**src/rtl/rot_arbiter.sv**
```systemverilog
// rot_arbiter: two requesters share one 32-bit rotate datapath.
// Round-robin grant, valid/ready handshakes on both inputs and on the output,
// single-entry registered result buffer tagged with the issuing requester id.
// ROL is performed as ROR by (32 - amt) mod 32.
// Optional build macro ROT_STATS_EN adds saturating per-port grant counters
// (grant0_cnt/grant1_cnt, CNT_W bits wide).
module rot_arbiter #(
    parameter int unsigned CNT_W      = 16,
    parameter bit          RESET_PRIO = 1'b0
) (
    input  logic        clk,
    input  logic        clr,
    input  logic        in0_valid,
    output logic        in0_ready,
    input  logic        in0_op,
    input  logic [31:0] in0_data,
    input  logic [4:0]  in0_amt,
    input  logic        in1_valid,
    output logic        in1_ready,
    input  logic        in1_op,
    input  logic [31:0] in1_data,
    input  logic [4:0]  in1_amt,
    output logic        out_valid,
    input  logic        out_ready,
    output logic [31:0] out_data,
    output logic        out_id
`ifdef ROT_STATS_EN
    ,
    output logic [CNT_W-1:0] grant0_cnt,
    output logic [CNT_W-1:0] grant1_cnt
`endif
);

    typedef enum logic {
        EMPTY = 1'b0,
        FULL  = 1'b1
    } state_t;

    state_t      state;
    logic        prio;
    logic        grant0;
    logic        grant1;
    logic        slot_free;
    logic        acc0;
    logic        acc1;
    logic        sel_op;
    logic [31:0] sel_data;
    logic [4:0]  sel_amt;
    logic [4:0]  ror_amt;
    logic [31:0] rot_res;

    // Buffer occupancy is the FSM state itself
    assign out_valid = (state == FULL);

    // Grant depends only on the valids and the priority pointer
    always_comb begin
        grant0    = in0_valid & (~in1_valid | ~prio);
        grant1    = in1_valid & (~in0_valid |  prio);
        slot_free = ~out_valid | out_ready;
        in0_ready = grant0 & ~clr & slot_free;
        in1_ready = grant1 & ~clr & slot_free;
        acc0      = in0_valid & in0_ready;
        acc1      = in1_valid & in1_ready;
    end

    // Operand select and rotate; left rotates become right rotates by the complement
    always_comb begin
        sel_op   = grant1 ? in1_op   : in0_op;
        sel_data = grant1 ? in1_data : in0_data;
        sel_amt  = grant1 ? in1_amt  : in0_amt;
        ror_amt  = sel_op ? (5'd0 - sel_amt) : sel_amt;
        rot_res  = (sel_data >> ror_amt) | (sel_data << (6'd32 - {1'b0, ror_amt}));
    end

    // Result buffer FSM, priority pointer and registered result/id
    always_ff @(posedge clk) begin
        if (clr) begin
            state    <= EMPTY;
            out_data <= '0;
            out_id   <= 1'b0;
            prio     <= RESET_PRIO;
        end else begin
            case (state)
                EMPTY: begin
                    if (acc0 | acc1) begin
                        state    <= FULL;
                        out_data <= rot_res;
                        out_id   <= acc1;
                        prio     <= ~acc1;
                    end
                end
                FULL: begin
                    if (acc0 | acc1) begin
                        state    <= FULL;
                        out_data <= rot_res;
                        out_id   <= acc1;
                        prio     <= ~acc1;
                    end else if (out_ready) begin
                        state <= EMPTY;
                    end
                end
                default: state <= EMPTY;
            endcase
        end
    end

`ifdef ROT_STATS_EN
    // Saturating per-port accept counters
    always_ff @(posedge clk) begin
        if (clr) begin
            grant0_cnt <= '0;
            grant1_cnt <= '0;
        end else begin
            if (acc0 && (grant0_cnt != '1))
                grant0_cnt <= grant0_cnt + CNT_W'(1);
            if (acc1 && (grant1_cnt != '1))
                grant1_cnt <= grant1_cnt + CNT_W'(1);
        end
    end
`else
    // CNT_W only sizes the statistics counters; this empty block keeps it referenced
    generate
        if (CNT_W == 0) begin : g_no_stats
        end
    endgenerate
`endif

endmodule
```
**config.mk**
```make
export PLATFORM = sky130hd
export DESIGN_NAME = rot_arbiter
export DESIGN_NICKNAME = d
export VERILOG_FILES = /design/src/rtl/rot_arbiter.sv
export SDC_FILE = /design/constraint.sdc
export NUM_CORES = 1
export LEC_CHECK = 0
export BUFFER_PORTS_ARGS = -buffer_cell sky130_fd_sc_hd__buf_4
export CAP_MARGIN = 25
export CELL_PAD_IN_SITES_DETAIL_PLACEMENT = 1
export CELL_PAD_IN_SITES_GLOBAL_PLACEMENT = 2
export CORE_MARGIN = 1
export CORE_UTILIZATION = 34
export DETAILED_ROUTE_END_ITERATION = 10
export PLACE_DENSITY = 0.86
export SLEW_MARGIN = 10
export SYNTH_ARGS = -nofsm -noshare
export SYNTH_HDL_FRONTEND = slang
export SYNTH_SLANG_ARGS = --single-unit
```
**constraint.sdc**
```tcl
create_clock -name clk -period 3.5 [get_ports clk]
set_clock_uncertainty 0.2 [all_clocks]
set_input_delay 0.35 -clock clk [delete_from_list [all_inputs] [get_ports clk]]
set_output_delay 0.35 -clock clk [all_outputs]
set_load 0.005 [all_outputs]
```
==> impl_results.md <==
- # DRC: 0
- Setup repair after global routing missed its margin: true
- Commonest non-fill, non-tap cell in the layout: buf_4
- Cell Area, Synth: 7210 sq um
- Synth top area share: 20.7%
- Critical Path Max Stage Delay: 0.66 ns
- YS warnings: 0
- Sequential cell area fraction in the yosys report: 9.72%
- Initial antenna violation count: 0
- Peak VDD IR: 0.000163 V
- CP max stage cell: xnor2_2
- Simple logic cell fraction of the synthesized area: 22.3%
- Iter 0 DRT Violations: 947
- Mapped Cells: 950
- Pwr Density: 346 nW/um^2
- Hold crit path type: in -> reg
- Fill cells: 2548
- GRT Overall Usage: 31.9%
- Ports: 117
- Register area: 701 sq um
- Ys async rst share: 0%
- Root Driver: clkbuf_16
- Largest cells by area after synthesis: mux2i_1 21%, dfxtp_1 9.7%, mux2_2 7.2%
- Status: finished, final reports clean
- Gpl congestion: 0.971
- Critical path cell sequence: nand2b_1 -> buf_4 -> nand3_2 -> and2_2 -> xnor2_2 -> mux2_2 -> o31ai_1 -> a21oi_1 -> a311oi_1
- DR vias: 8443
- Worst slack, placed: 0.00252 ns
- Initial Util: 35.2%
- Rel. slew slack: 42.9%
- First-pass GRT wire length: 52000 microns
- Number of global-route vias before repair: 8198
- Die ar.: 21800 sq um
- Die Y: 148 microns
- Post-route ant nets: 0
- Post-synthesis mux area share: 30.7%
- Detailed-route wire length per cell: 26.7 microns
- Num Clock Sinks: 35
- Synth unique cells: 87
- Largest net degree at the start of global routing: 81
- Synth Area in XOR/XNOR: 3.07%
- Post-route cell area: 8620 sq um
- Number of synthesized flops with an enable pin: 0
- CTS resizes: 0
- Tcrit/Tclk final: 96.0%
- I/O Buffers: 116
- Max Cap Viol: 0
- CP Max Fanout: 14
- Highest-count cells in the layout ignoring fill and taps: 178 x buf_4, 149 x mux2i_1, 80 x nor2_1
- Final slew viol count: 0
- Final WL: 35100 microns
- Site Rows: 52
- Worst EP arrival: 3.36 ns
- Adder-Cell Fraction of Synth Area: 0%
- DR pass1 iterations: 5
- Main combinational cell family by area after synthesis: multiplexers
- #FFs+latches synth: 35
- Grt total ovfl: 0
- Post-DR vias/cell: 6.43
- Critical path data required time: 3.50 ns
- Post-layout net count: 1124
- Synth Area in Compound Gates: 26.7%
- Die extent in x: 148 microns
- H-tree levels: 2
- Final setup margin: 0.139 ns
- Hold Violations, Final: 0
- Synth area leader: mux2i_1
- TritonCTS Buffers: 5
- Placed inst area: 8470 sq um
- Clk buf depth: 2
- Post-CTS setup buffer count: 0
- Hold-fix buffers, CTS: 0
- N_diodes: 0
- Area Overhead vs Synth: 19.6%
- TritonCTS clock tree: built
- Clk Latency, worst-skew pair: 0.28 ns
- Share of layout cells above drive strength 1: 26.8%
- Type of the worst setup path: reg -> reg
- Clk slew on worst S/H paths: 0.06 ns
- DPL Wire Length: 27800 microns
- Main synth FF type: dfxtp_1
- Crit end category: register
- Critical Path Start Type: register
- Synth Area per Inst: 7.59 sq um
- Fmax: 0.298 GHz
- Lkg Pwr: 0.00360 uW
- Syn Nets: 1031
- Final core utilization: 42.1%
- Area occupied by multi-input gates: 6000 sq um
- Floorplan core area: 20500 sq um
- Final min period: 3.36 ns
- Final setup viols: 0
- Slew @ Worst Pin: 0.857 ns
cell usage after synthesis (9+ instances only):
cell        n
nand3_1    31
a211oi_1   31
a21oi_1    51
nor3_1     63
mux2_2     46
clkbuf_1   29
nand2_1    65
a31oi_1    12
o22ai_1     9
buf_2      39
a22oi_1    12
o211ai_1   18
o21ai_0    34
or3_1      22
dfxtp_1    35
xor2_1      9
mux2i_1   149
a311oi_1   10
a221oi_1   10
buf_4      18
nor2_1     80
nor2b_1     9
layout make-up:
class,instances,share of cell area (%)
Timing Repair Buffer,183,16.7
Tap cell,270,3.92
Inverter,2,0.0871
Multi-Input combinational cell,816,69.6
Clock buffer,7,1.54
Sequential cell,35,8.13
Clock inverter,1,0.0581
metal layers:
layer / part of all wire (%) / track usage (%) / routed length [microns]
met1: 46 / 45.9 / 16100
met5: 0 / 0 / 0
met2: 43 / 47.3 / 15000
met4: 4.2 / 11.8 / 1460
met3: 7.2 / 5.19 / 2530
cells by family (layout without fill, tap and decap cells):
kind of cell,Yosys count,in the layout
simple gates,322,322
compound gates,267,267
mux,206,206
buf+inv,99,193
flops,35,35
xor+xnor,21,21
where the power goes:
part           total (uW)  switching (uW)  internal (uW)
clock network         436             173            263
registers             495            36.9            459
logic                2050            1240            811
critical path: cells and delay by family, from the launching register on:
family	cells	cell delay, ns
buffers and inverters	1	0.15
xor gates and xnor gates	1	0.66
AOI/OAI and AO/OA	3	0.85
DFF	1	0.42
and+or+nand+nor	3	0.56
muxes	1	0.43
per-stage QoR:
| step | std cells | total power [uW] | setup TNS [ns] | hold WS, ns |
|---|---|---|---|---|
| 6_report | 1314 | 2980 | 0 | 0.168 |
| 3_3_place_gp | 1306 | 2480 | 0 | 0.268 |
| 5_1_grt | 1314 | 3120 | -0.00805 | 0.191 |
| 2_1_floorplan | 950 | 1720 | 0 | 0.262 |
| 3_5_place_dp | 1306 | 2500 | 0 | 0.285 |
| 4_1_cts | 1314 | 2940 | 0 | 0.175 |
registers in the layout (all words and copies together) (netlist names):
| name | flops |
|---|---|
| prio | 1 |
| out_valid | 1 |
| out_data | 32 |
| out_id | 1 |
final timing paths:
| path | slack [ns] | depth (start not counted) | startpoint | to |
|---|---|---|---|---|
| min reg2reg | 0.29 | 2 | out_id | out_id |
| min | 0.17 | 3 | out_ready | out_valid |
| max reg2reg | 0.14 | 9 | prio | out_data[27] |
| max | 0.14 | 9 | prio | out_data[27] |
Note: power is estimated with default switching activity, not from simulation.
